**config.mk**
```make
export PLATFORM = sky130hd
export DESIGN_NAME = window_discriminator_multi
export DESIGN_NICKNAME = d
export VERILOG_FILES = /design/src/rtl/disc_pkg.sv /design/src/rtl/disc_channel_qual.sv /design/src/rtl/window_discriminator_multi.sv
export SDC_FILE = /design/constraint.sdc
export NUM_CORES = 1
export LEC_CHECK = 0
export CORE_UTILIZATION = 34
export DETAILED_ROUTE_END_ITERATION = 10
export PLACE_DENSITY = 0.68
export SKIP_CTS_REPAIR_TIMING = 1
export SLEW_MARGIN = 20
export SYNTH_ARGS = -nofsm -noshare
export SYNTH_HDL_FRONTEND = slang
export SYNTH_SLANG_ARGS = --single-unit
export TNS_END_PERCENT = 50
```
**constraint.sdc**
```tcl
create_clock -name dataclk -period 5.9 [get_ports dataclk]
set_input_delay 1.18 -clock dataclk [delete_from_list [all_inputs] [get_ports dataclk]]
set_output_delay 1.18 -clock dataclk [all_outputs]
set_load 0.005 [all_outputs]
```
**src/rtl/disc_pkg.sv**
```systemverilog
// Shared state encoding for the multi-channel window discriminator.
package disc_pkg;

  typedef enum logic [1:0] {
    ST_IDLE    = 2'd0,
    ST_TRACK   = 2'd1,
    ST_STIM    = 2'd2,
    ST_REFRACT = 2'd3
  } state_t;

endpackage

```
**src/rtl/disc_channel_qual.sv**
```systemverilog
// Per-channel window compare plus pass/qualify flags (purely combinational).
module disc_channel_qual
  import disc_pkg::*;
#(
  parameter int CNT_W = 16
) (
  input  logic [CNT_W-1:0] track_count_i,
  input  logic [CNT_W-1:0] start_win_i,
  input  logic [CNT_W-1:0] stop_win_i,
  input  logic             ch_en_i,
  input  logic             thresh_i,
  input  logic             edge_type_i,
  output logic             in_window_o,
  output logic             qual_o,
  output logic             pass_o
);

  // An inverted window (start > stop) can never satisfy both bounds.
  assign in_window_o = (start_win_i <= track_count_i) && (track_count_i <= stop_win_i);
  assign qual_o      = ch_en_i & in_window_o;
  assign pass_o      = thresh_i ^ edge_type_i;

endmodule

```
**src/rtl/window_discriminator_multi.sv**
```systemverilog
// Multi-channel window discriminator FSM driving the stimulation trigger.
// Optional refractory state enabled by defining WINDOW_DISC_REFRACTORY_EN.
module window_discriminator_multi
  import disc_pkg::*;
#(
  parameter int N_CH  = 8,
  parameter int CNT_W = 16,
  parameter int EVT_W = 16
) (
  input  logic                  dataclk,
  input  logic                  reset_n,
  input  logic                  sample_tick,
  input  logic                  fsm_en,
  input  logic                  combine_or,
  input  logic [N_CH-1:0]       ch_en,
  input  logic [N_CH-1:0]       thresh_in,
  input  logic [N_CH-1:0]       edge_type,
  input  logic [N_CH*CNT_W-1:0] start_win,
  input  logic [N_CH*CNT_W-1:0] stop_win,
  input  logic [CNT_W-1:0]      stop_max,
  input  logic [CNT_W-1:0]      refract_len,
  input  logic                  clear_evt,
  output logic [1:0]            state,
  output logic [CNT_W-1:0]      track_count,
  output logic [N_CH-1:0]       in_window,
  output logic                  stim_pulse,
  output logic                  stim_active,
  output logic [EVT_W-1:0]      evt_count
);

  state_t             state_q, state_d;
  logic [CNT_W-1:0]   track_q, track_d;
  logic [EVT_W-1:0]   evt_q, evt_d;
  logic               pulse_q, pulse_d;
  logic               evt_inc;
  logic [N_CH-1:0]    qual, pass;
  logic               advance;

  function automatic logic [CNT_W-1:0] sat_inc(input logic [CNT_W-1:0] v);
    return (v == '1) ? v : v + CNT_W'(1);
  endfunction

  for (genvar i = 0; i < N_CH; i++) begin : g_ch
    disc_channel_qual #(.CNT_W(CNT_W)) u_qual (
      .track_count_i (track_q),
      .start_win_i   (start_win[i*CNT_W +: CNT_W]),
      .stop_win_i    (stop_win[i*CNT_W +: CNT_W]),
      .ch_en_i       (ch_en[i]),
      .thresh_i      (thresh_in[i]),
      .edge_type_i   (edge_type[i]),
      .in_window_o   (in_window[i]),
      .qual_o        (qual[i]),
      .pass_o        (pass[i])
    );
  end

  // Channels outside their window are "don't care" in AND mode.
  assign advance = combine_or ? |(qual & pass)
                              : (|ch_en) & (&(pass | ~qual));

`ifdef WINDOW_DISC_REFRACTORY_EN
  logic [CNT_W-1:0] refr_q, refr_d;
`else
  logic unused_refract;
  assign unused_refract = ^refract_len;
`endif

  always_comb begin
    state_d = state_q;
    track_d = track_q;
    pulse_d = 1'b0;
    evt_inc = 1'b0;
`ifdef WINDOW_DISC_REFRACTORY_EN
    refr_d  = refr_q;
`endif
    if (!fsm_en) begin
      state_d = ST_IDLE;
      track_d = '0;
`ifdef WINDOW_DISC_REFRACTORY_EN
      refr_d  = '0;
`endif
    end else if (sample_tick) begin
      case (state_q)
        ST_IDLE: begin
          if (advance) begin
            state_d = ST_TRACK;
            track_d = CNT_W'(1);
          end else begin
            track_d = '0;
          end
        end
        ST_TRACK: begin
          if (advance && (track_q >= stop_max)) begin
            state_d = ST_STIM;
            track_d = '0;
            pulse_d = 1'b1;
            evt_inc = 1'b1;
          end else if (advance) begin
            track_d = sat_inc(track_q);
          end else begin
            state_d = ST_IDLE;
            track_d = '0;
          end
        end
        ST_STIM: begin
`ifdef WINDOW_DISC_REFRACTORY_EN
          state_d = ST_REFRACT;
          refr_d  = refract_len;
`else
          state_d = ST_IDLE;
`endif
        end
        default: begin
`ifdef WINDOW_DISC_REFRACTORY_EN
          // A load of 0 exits on the first tick, same as a load of 1.
          if (refr_q <= CNT_W'(1)) begin
            state_d = ST_IDLE;
            refr_d  = '0;
          end else begin
            refr_d  = refr_q - CNT_W'(1);
          end
`else
          state_d = ST_IDLE;
          track_d = '0;
`endif
        end
      endcase
    end

    if (clear_evt) evt_d = evt_inc ? EVT_W'(1) : '0;
    else           evt_d = evt_q + EVT_W'(evt_inc);
  end

  always_ff @(posedge dataclk or negedge reset_n) begin
    if (!reset_n) begin
      state_q <= ST_IDLE;
      track_q <= '0;
      evt_q   <= '0;
      pulse_q <= 1'b0;
`ifdef WINDOW_DISC_REFRACTORY_EN
      refr_q  <= '0;
`endif
    end else begin
      state_q <= state_d;
      track_q <= track_d;
      evt_q   <= evt_d;
      pulse_q <= pulse_d;
`ifdef WINDOW_DISC_REFRACTORY_EN
      refr_q  <= refr_d;
`endif
    end
  end

  assign state       = state_q;
  assign track_count = track_q;
  assign stim_pulse  = pulse_q;
  assign stim_active = (state_q == ST_STIM);
  assign evt_count   = evt_q;

endmodule

```
==> results of run 1 <==
## power groups by stage
stage               Combinational (mW)  Sequential, mW  Clock, mW
floorplan                        0.214           0.252          0
global placement                 0.502           0.249          0
detailed placement               0.514           0.249          0
CTS                              0.518           0.245      0.305
global route                     0.573           0.245      0.317
finish                           0.514           0.245      0.307
## sequential cells by signal (all words and copies together), names as in the netlist
| name | count |
|---|---|
| state | 2 |
| evt_count | 16 |
| stim_pulse | 1 |
| track_count | 16 |
## final cells by class
type                       instances  area (um^2)  share of cell area
clock inverter                     3        43.79            0.003469
inverter                         172        645.6             0.05114
sequential                        35        875.8             0.06938
tap                              324        405.4             0.03211
multi-input combinational        856         6909              0.5473
clock buffer                       5        125.1            0.009912
timing repair buffer             367         3618              0.2866
## cells in the mapped netlist (12+ instances only)
library cell	count
o21ai_0	31
a21oi_1	106
xor2_1	12
inv_1	172
ha_1	275
a22o_1	13
o211ai_1	12
a21o_1	17
dfrtp_1	35
nand4_1	58
nor2b_1	16
nor2_1	44
nand3_1	43
nand2_1	71
a211oi_1	14
## kinds of logic (layout without fill, tap and decap cells)
| group | after synthesis | in the layout | share of synthesized area |
|---|---|---|---|
| AO/OA/AOI/OAI | 252 | 252 | 0.1908 |
| XOR/XNOR | 21 | 21 | 0.02156 |
| adder cells (fa/ha/maj) | 275 | 275 | 0.4033 |
| buffers and inverters | 188 | 547 | 0.08755 |
| flip-flops | 35 | 35 | 0.1027 |
| multiplexers | 1 | 1 | 0.001173 |
| AND/OR/NAND/NOR | 307 | 307 | 0.1930 |
## worst max-delay path, delay by kind of cell
kind,cells,cell delay [ps]
simple gates,5,1100
fa+ha+maj,2,540
compound gates,9,2040
buf+inv,3,640
## path summary, 6_finish.rpt
check                               startpoint              end  slack [ps]  depth (start not counted)
min in group asynchronous              reset_n    evt_count[14]        1310                          2
worst max-delay path              stop_win[69]    evt_count[15]         590                         19
worst min register to register   evt_count[15]    evt_count[15]         560                          2
worst min-delay path             evt_count[15]    evt_count[15]         560                          2
worst max register to register  track_count[9]    evt_count[15]        1230                         18
max in group asynchronous              reset_n  track_count[10]        4260                          2
## routing by layer
layer	GRT usage	vias to the layer above	wire, um
met4	0.07532	2	897
met5	0	-	13
met2	0.4557	398	15970
li1	-	4678	-
met3	0.05114	57	2447
met1	0.3050	4264	14120
## placed cells by master, fill, tap and decap left out, types with 5 or more instances in the layout
| master | count |
|---|---|
| nor2_1 | 44 |
| dfrtp_1 | 35 |
| buf_4 | 22 |
| o211ai_1 | 12 |
| xor2_1 | 12 |
| a22o_1 | 13 |
| nand3_1 | 43 |
| nor4_1 | 10 |
| xnor2_1 | 9 |
| ha_1 | 275 |
| and4_1 | 8 |
| clkdlybuf4s50_1 | 345 |
| and2_1 | 11 |
| a21o_1 | 17 |
| nor2b_1 | 16 |
| a221oi_1 | 6 |
| a211oi_1 | 14 |
| inv_1 | 172 |
| and3_1 | 6 |
| a21oi_1 | 106 |
| nand2_1 | 71 |
| nand4_1 | 58 |
| nor3_1 | 11 |
| clkbuf_16 | 5 |
| o21ai_0 | 31 |
| a221o_1 | 6 |
| or3_1 | 5 |
| o21ai_1 | 6 |
==> flow_summary.toml, run 1 <==
[status]
status = "finished clean"

[setup_path]
crit_top_cell = "a21oi_1"
endpoint_kind = "flip-flop"
required_ps = 6100
cp_slowest_cell = "clkdlybuf4s50_1"
arrival_ps = 5510
worstSetupPathType = "input pin to flip-flop"
critPathMaxStageDelay_ps = 470
critPathMaxFanout = 5
path_cells = "clkdlybuf4s50_1 -> inv_1 -> ha_1 -> a21oi_1 -> o21ai_0 -> a221o_1 -> o31a_1 -> a21oi_1 -> a32oi_1 -> o211ai_1 -> nor3_1 -> o21ai_0 -> nand3_1 -> inv_1 -> ha_1 -> nand3_1 -> or2_2 -> or3_1 -> a21oi_1"
startpoint_type = "input pin"

[pwr]
ir_worst_vdd_mv = 0.1118
p_per_area_mw_per_mm2 = 84.44
share_seq_of_total_power = 0.230
power_mw = 1.066
pwr-share-clk = 0.288
p_comb_frac = 0.482
intPower_mw = 0.7440
power_switching_share = 0.3020
switchingPower_mw = 0.3219
leakage_nw = 6.151

[grt]
grt_pass1_vias = 9470
antenna_found_initial = 1
grt_usage = 0.2549
grt_pass1_wl_um = 50600
overflow = 0
grt_max_degree = 36

[sta]
rsz0062_at_grt = "no"
period_share = 0.8997
fin_worst_skew_ps = 5.341
setup_slack_ps = 591.6
relSlewSlack = 0.5346
hold_viol_final = 0
setup_viol = 0
period_minus_slack_ps = 5308
tightest_slew_ps = 691.6
tns_ps = 0
timing.fmax_mhz = 188.4
drv_slew = 0
holdWs_ps = 557.3

[drt]
drc = 0
wl_per_cell_um = 18.98
avgViaCountPerCell = 5.334
vias = 9399
drt_first_pass_iters = 5
wirelength_um = 33440
drt-initial-drc-count = 437
ant_nets = 0

[cts]
clkTransAtPathRegs_ps = 60
cts_root_buf = "clkbuf_16"
numCtsBuffers = 5
cts_buffer_depth = 2
clock_sinks = 35
htree_num_levels = 2
insertion_delay_ps = 280
cts_tree = "built"

[placement]
gp_congestion = 0.8923
postPlaceCellArea_mm2 = 0.01245
post-place-cells = 1754
pre_cts_ws_ps = 289.3
dpl.hpwl_um = 27440
port_buffers = 345

[synth]
synth_top_area_share = 0.4033
synth.distinct_cells = 65
synth.largest_area_cell = "ha_1"
synth_ff_type = "dfrtp_1"
synth_seq_cells = 35
ys_seq_area_frac = 0.1027
ys_top_cells_by_area = "ha_1 40%, dfrtp_1 10%, inv_1 7.6%, a21oi_1 6.2%, nand4_1 4.3%"
synth_edf_count = 0
synth-async-reset-ratio = 1.000
synthCells = 1079
syn-num-nets = 1672
yosys_warnings = 0
syn_area_mm2 = 0.008532
synth.avg_cell_area_um2 = 7.907

[floorplan]
core-area_mm2 = 0.02446
initial_core_util = 0.3488
row_count = 57
die_y_um = 160.4
num_io_pins = 362
dieArea_mm2 = 0.02573
chipWidth_um = 160.4

[cells_and_area]
drive_above_1_share = 0.02990
layout.cells.non_filler = 1762
fillers = 2352
n_antenna_cell = 0
fin_util = 0.5160
fin_nets = 2030
fin_area_mm2 = 0.01262
syn_to_final_growth_pct = 47.95

[job]
drv_cap = 0

[min_path]
hp-class = "flip-flop to flip-flop"
Note: power is estimated with default switching activity, not from simulation.
==> run 2: changes to the inputs <==
- RECOVER_POWER: unset -> 25
==> flow_summary.toml, run 2 (synthesis results as in run 1) <==
[floorplan]
dieArea_mm2 = 0.02573
row_count = 57
core-area_mm2 = 0.02446
die_y_um = 160.4
initial_core_util = 0.3488
chipWidth_um = 160.4
num_io_pins = 362

[grt]
grt_pass1_wl_um = 50600
antenna_found_initial = 1
grt_pass1_vias = 9470
overflow = 0
grt_usage = 0.2549
grt_max_degree = 36

[cts]
clkTransAtPathRegs_ps = 60
cts_tree = "built"
htree_num_levels = 2
insertion_delay_ps = 280
cts_buffer_depth = 2
cts_root_buf = "clkbuf_16"
clock_sinks = 35
numCtsBuffers = 5

[setup_path]
arrival_ps = 5520
r2r_cells = 18
endpoint_kind = "flip-flop"
required_ps = 6090
worstSetupPathType = "input pin to flip-flop"
startpoint_type = "input pin"
startpoint = "stop_win[69]"
r2r-start = "track_count[9]"
critPathMaxFanout = 5

[cells_and_area]
n_antenna_cell = 0
layout_common_cells = "344 x clkdlybuf4s50_1, 275 x ha_1, 172 x inv_1, 106 x a21oi_1, 71 x nand2_1"
syn_to_final_growth_pct = 47.91
layout.cells.non_filler = 1762
fin_nets = 2030
drive_above_1_share = 0.02921
final_common_cell = "clkdlybuf4s50_1"

[drt]
vias = 9416
avgViaCountPerCell = 5.344
wl_per_cell_um = 18.96
wirelength_um = 33400
drt-initial-drc-count = 420
drc = 0
ant_nets = 0
drt_first_pass_iters = 5

[pwr]
ir_worst_vdd_mv = 0.1112
p_per_area_mw_per_mm2 = 84.23
leakage_nw = 6.147
power_mw = 1.063

[sta]
period_share = 0.9018
period_minus_slack_ps = 5320
hold_viol_final = 0
relSlewSlack = -0.3016
rsz0062_at_grt = "no"
tns_ps = 0
tightest_slew_ps = 1952
timing.fmax_mhz = 188.0
drv_slew = 36
fin_worst_skew_ps = 3.904
setup_viol = 0

[status]
failed_checks = "capacitance limit, slew limit"
status = "complete, but fails checks"

[min_path]
hp-class = "flip-flop to flip-flop"
holdPathStages = 2
hp-start = "evt_count[15]"

[placement]
dpl.hpwl_um = 27440
post-place-cells = 1754
gp_congestion = 0.8923
port_buffers = 345

[job]
drv_cap = 1
-- run 2: changes by cell type in the layout (fill, tap and decap cells not counted), sizes merged --
| cell | change |
|---|---|
| clkbuf | +1 |
| dlygate4sd3 | +1 |
| clkdlybuf4s50 | -1 |
| buf | -1 |
-- run 2: power by group --
part           leakage [nW]  switching (mW)  total [mW]  internal (mW)
Sequential            0.487         0.00274       0.245          0.242
Clock                0.0838           0.106       0.305          0.199
Combinational          5.58           0.211       0.513          0.302
Total                  6.15           0.319        1.06          0.744
-- run 2: through the flow --
step | setup WS, ps | utilization | area, um^2 | hold WS [ps]
2_1_floorplan | 1271 | - | 8532 | 518.6
4_1_cts | 563.2 | 0.5160 | 12620 | 557.9
6_report | 579.5 | 0.5159 | 12620 | 556.7
3_3_place_gp | 328.0 | 0.5091 | 12450 | 545.8
5_1_grt | 338.6 | 0.5159 | 12620 | 575.7
3_5_place_dp | 289.3 | 0.5091 | 12450 | 546.5
-- run 2: cell type report --
type	instances	area [um^2]
clock buffer	5	125.1
sequential	35	875.8
fill	2352	11840
multi-input combinational	856	6909
clock inverter	3	43.79
tap	324	405.4
inverter	172	645.6
timing repair buffer	367	3615
-- run 2: critical path, stage by stage --
cell,delay (ps)
clkdlybuf4s50_1,470
inv_1,50
ha_1,300
a21oi_1,140
o21ai_0,100
a221o_1,330
o31a_1,370
a21oi_1,450
a32oi_1,120
o211ai_1,170
nor3_1,90
o21ai_0,240
nand3_1,160
inv_1,120
ha_1,240
nand3_1,130
or2_2,360
or3_1,350
a21oi_1,140
-- run 2: path summary, 6_finish.rpt --
path | end | slack (ps)
setup / recovery | evt_count[15] | 580
hold / removal | evt_count[15] | 560
min in group asynchronous | evt_count[14] | 1980
setup reg to reg | evt_count[15] | 1230
hold reg to reg | evt_count[15] | 560
max in group asynchronous | track_count[10] | 2800
-- run 2: routing by layer --
layer	share of wire	track usage	vias to the layer above
li1	-	-	4675
met1	0.42	0.3050	4294
met2	0.48	0.4557	391
met3	0.075	0.05114	54
met4	0.026	0.07532	2
met5	0.00039	0	-
==> edit 1 (config.mk and constraints of run 2) <==
Make the reset (`reset_n`) synchronous in one clocked block.
--- a/src/rtl/window_discriminator_multi.sv
+++ b/src/rtl/window_discriminator_multi.sv
@@ -131,7 +131,7 @@
     else           evt_d = evt_q + EVT_W'(evt_inc);
   end
 
-  always_ff @(posedge dataclk or negedge reset_n) begin
+  always_ff @(posedge dataclk) begin
     if (!reset_n) begin
       state_q <= ST_IDLE;
       track_q <= '0;
Behaviour: differs if reset_n is asserted again (counterexample within 4 cycles, from zero or initial values and one cycle with reset_n low); with reset_n held inactive, the same outputs for 10 cycles.
==> edit 1 against run 2 <==
  * Sequential cell count is the same
  * Sequential power decreased by 3%
  * Worst setup slack better by 0.093 ns
  * Non-clock buffer count is 5 lower
  * Routed wire length decreased by 1.3%
  * Power decreased by 8.0%
  * Cell area decreased by 0.55%
  * Area after synthesis fell by 0.21%
  * Critical endpoint is now in_window[5]
  * Largest power group unchanged
==> edit 1: results (changes against run 2) <==
hold_sp -> evt_count[10] (was evt_count[15])
post-synthesis compound-gate area fraction -> 20.6% (was 19.1%)
Max-Cap Viols -> 0 (was 1)
Avg Cell Area, Syn -> 7.75 µm² (was 7.91 µm²)
largest net degree at the start of global routing -> 19 (was 36)
fill cell count -> 2,365 (was 2,352)
leakage power -> 5.94 nW (was 6.15 nW)
Most used DFF post-synth -> dfxtp_1 (was dfrtp_1)
synthesized-area fraction occupied by adder cells -> 40.4% (was 40.3%)
Synth Area in XOR/XNOR -> 2.16% (about the same)
share of layout cells above drive strength 1 -> 3.44% (was 2.92%)
wire per inst -> 18.5 µm (was 19.0 µm)
Netlist cell types -> 67 (was 65)
post-synthesis mux area share -> 0% (was 0.117%)
vias per std cell -> 5.35 (was 5.34)
Non-Filler Instances -> 1,777 (was 1,762)
dominant cells by area after synthesis -> ha_1 40%, dfxtp_1 8.2%, inv_1 7.8% (was ha_1 40%, dfrtp_1 10%, inv_1 7.6%)
Hold Path Sink -> evt_count[10] (was evt_count[15])
final net count -> 2,046 (was 2,030)
top post-synthesis cells by count -> 275 x ha_1, 176 x inv_1, 118 x a21oi_1, 74 x nand2_1, 53 x nand4_1 (was 275 x ha_1, 172 x inv_1, 106 x a21oi_1, 71 x nand2_1, 58 x nand4_1)
Max Clock Skew -> 0.0121 ns (was 0.00390 ns)
worst r2r path cells -> 19 (was 18)
GRT Total Usage -> 25.2% (was 25.5%)
first-pass GRT wire length -> 50,500 µm (was 50,600 µm)
register area share after synthesis -> 8.23% (was 10.3%)
FF-to-FF Start -> track_count[6] (was track_count[9])
initial antenna violation count -> 0 (was 1)
crit-path max cell delay -> 0.62 ns (was 0.47 ns)
syn nets -> 1,692 (was 1,672)
crit path launch -> start_win[91] (was stop_win[69])
Arr. time, crit path -> 4.05 ns (was 5.52 ns)
DP HPWL -> 26,500 µm (was 27,400 µm)
Worst Path Max Fanout -> 3 (was 5)
maximum vdd ir drop -> 94.2 µV (was 111 µV)
vias in the first global route -> 9,479 (was 9,470)
initial DRC count -> 411 (was 420)
status -> finished clean (was finished, violations left)
Worst setup endpoint -> in_window[5] (was evt_count[15])
R2R Setup Slk -> 1.18 ns (was 1.23 ns)
-- edit 1: critical path: cells and delay by family --
kind | cells | cell delay (ns)
fa+ha+maj | 1 | 0.31
simple gates | 3 | 0.56
buf+inv | 2 | 1.03
compound gates | 3 | 0.96
-- edit 1: layout make-up --
type / count / area share (%)
multi-input cells: 873 / 56.2
repair buffers: 362 / 28.5
flip-flops and latches: 35 / 5.58
inverters: 176 / 5.26
well taps: 324 / 3.23
clock buffers: 6 / 1.11
clock inverters: 1 / 0.0399
-- edit 1: metal layers --
layer	global-route usage, %	vias to the layer above	share of wire, %
met2	45.2	363	47
li1	-	4747	-
met5	0	-	0
met1	30.7	4353	44
met3	3.79	51	6.2
met4	7.53	0	2.8
-- edit 1: report_power, final --
| part | leakage, nW | switching, mW | internal (mW) |
|---|---|---|---|
| Combinational | 5.58 | 0.186 | 0.285 |
| Clock | 0.0727 | 0.104 | 0.165 |
| Sequential | 0.282 | 0.000502 | 0.237 |
-- edit 1: logic make-up after synthesis --
kind of cell	count (synthesis)
and+or+nand+nor	317
adders and majority gates	275
AOI/OAI and AO/OA	260
buffers and inverters	191
DFF	35
xor gates and xnor gates	21
-- edit 1: metrics by stage --
step	total power [mW]	hold slack, ns	area [µm²]	setup slack, ns
4_1_cts	0.984	0.506	12600	0.662
3_3_place_gp	0.700	0.488	12400	0.504
5_1_grt	1.05	0.524	12600	0.418
2_1_floorplan	0.439	0.487	8510	1.61
6_report	0.978	0.501	12600	0.672
3_5_place_dp	0.712	0.498	12400	0.449
==> edit 2 (config.mk and constraints of run 2) <==
Without the edit above. The option `WINDOW_DISC_REFRACTORY_EN` is turned on by a define.
--- a/src/rtl/window_discriminator_multi.sv
+++ b/src/rtl/window_discriminator_multi.sv
@@ -1,5 +1,7 @@
 // Multi-channel window discriminator FSM driving the stimulation trigger.
 // Optional refractory state enabled by defining WINDOW_DISC_REFRACTORY_EN.
+`define WINDOW_DISC_REFRACTORY_EN
+
 module window_discriminator_multi
   import disc_pkg::*;
 #(
Function: changed (Yosys sat finds a counterexample within 4 cycles, from zero or initial values and one cycle with reset_n low).
==> edit 2 against run 2 <==
  * Largest power group unchanged
  * Power increased by 11%
  * The run still ends with capacitance limit, slew limit left
  * Non-clock buffer count increased by 15
  * Cell area increased by 9.8%
  * Sequential cell count increased by 16
  * Area after synthesis increased by 12%
  * Worst setup slack improved by 0.094 ns
  * Critical endpoint unchanged
  * Routed wire length increased by 13%
  * Register-to-register slack got worse by 0.08 ns
  * Cell count increased by 11%
==> edit 2: results (changes against run 2) <==
# port buffers -> 361 (was 345)
Max-Cap Viols -> 1 (unchanged)
first-pass GRT wire length -> 56,700 µm (was 50,600 µm)
met1 WL -> 15,500 µm (was 14,000 µm)
GR Util met2 -> 46.3% (was 45.6%)
top sig layer -> met4 (was met5)
worst r2r path cells -> 16 (was 18)
failing checks -> capacitance limit, slew limit (unchanged)
placed inst area -> 13,700 µm² (was 12,500 µm²)
Clk pin slew, worst setup/hold paths -> 0.08 ns (was 0.06 ns)
crit path launch -> start_win[78] (was stop_win[69])
crit-path leading delay family -> simple AND/OR/NAND/NOR gates (was compound AO/OA/AOI/OAI gates)
dominant cells by area after synthesis -> ha_1 36%, dfrtp_1 13%, inv_1 7.1% (was ha_1 40%, dfrtp_1 10%, inv_1 7.6%)
Hold Path Sink -> refr_q[9] (was evt_count[15])
maximum vdd ir drop -> 114 µV (was 111 µV)
FF-to-FF Start -> track_count[10] (was track_count[9])
Max Slew Vio Count -> 52 (was 36)
initial DRC count -> 449 (was 420)
GR Util met1 -> 29.8% (was 30.5%)
sequential share of power -> 29.9% (was 23.1%)
gpl congestion -> 0.911 (was 0.892)
Tot Pwr -> 1.18 mW (was 1.06 mW)
Psw -> 0.362 mW (was 0.319 mW)
Arr. time, crit path -> 5.44 ns (was 5.52 ns)
met2 wire len -> 18,100 µm (was 16,000 µm)
DP Worst Slack -> 0.359 ns (was 0.289 ns)
GRT Total Usage -> 25.7% (was 25.5%)
Max Clock Skew -> 0.00924 ns (was 0.00390 ns)
Min Hold Slack -> 0.512 ns (was 0.557 ns)
top post-synthesis cells by count -> 277 x ha_1, 180 x inv_1, 126 x a21oi_1, 83 x nand2_1, 62 x nand4_1 (was 275 x ha_1, 172 x inv_1, 106 x a21oi_1, 71 x nand2_1, 58 x nand4_1)
status -> finished, violations left (unchanged)
Placed Cells -> 1,950 (was 1,754)
leakage power -> 6.53 nW (was 6.15 nW)
vias in the first global route -> 10,500 (was 9,470)
syn nets -> 1,805 (was 1,672)
wire per inst -> 19.3 µm (was 19.0 µm)
edit 2: cell count changes after synthesis, moves of 6 or more:
cell	delta
a21boi_0	+6
o31a_1	+8
dfrtp_1	+16
a21oi_1	+20
inv_1	+8
a21o_1	+9
o21ai_0	+22
xor2_1	+9
nand2_1	+12
nand3_1	+10
a22o_1	-13
a211oi_1	-7
a22oi_1	+8
clkbuf_1	+6
edit 2: cell type report:
class	instances	area, µm²
multi-input combinational	958	7510
tap	378	473
timing repair buffer	382	3760
inverter	181	679
sequential	51	1280
clock inverter	3	27.5
fill	2685	13800
clock buffer	5	125
edit 2: logic make-up (layout without fill, tap and decap cells):
kind of cell	Yosys count	in the layout	synth area share (%)
simple gates	336	336	18.0
compound gates	314	314	21.3
fa+ha+maj	277	277	36.2
buf+inv	201	571	8.23
flops	51	51	13.3
xor+xnor	30	30	2.74
mux	1	1	0.118
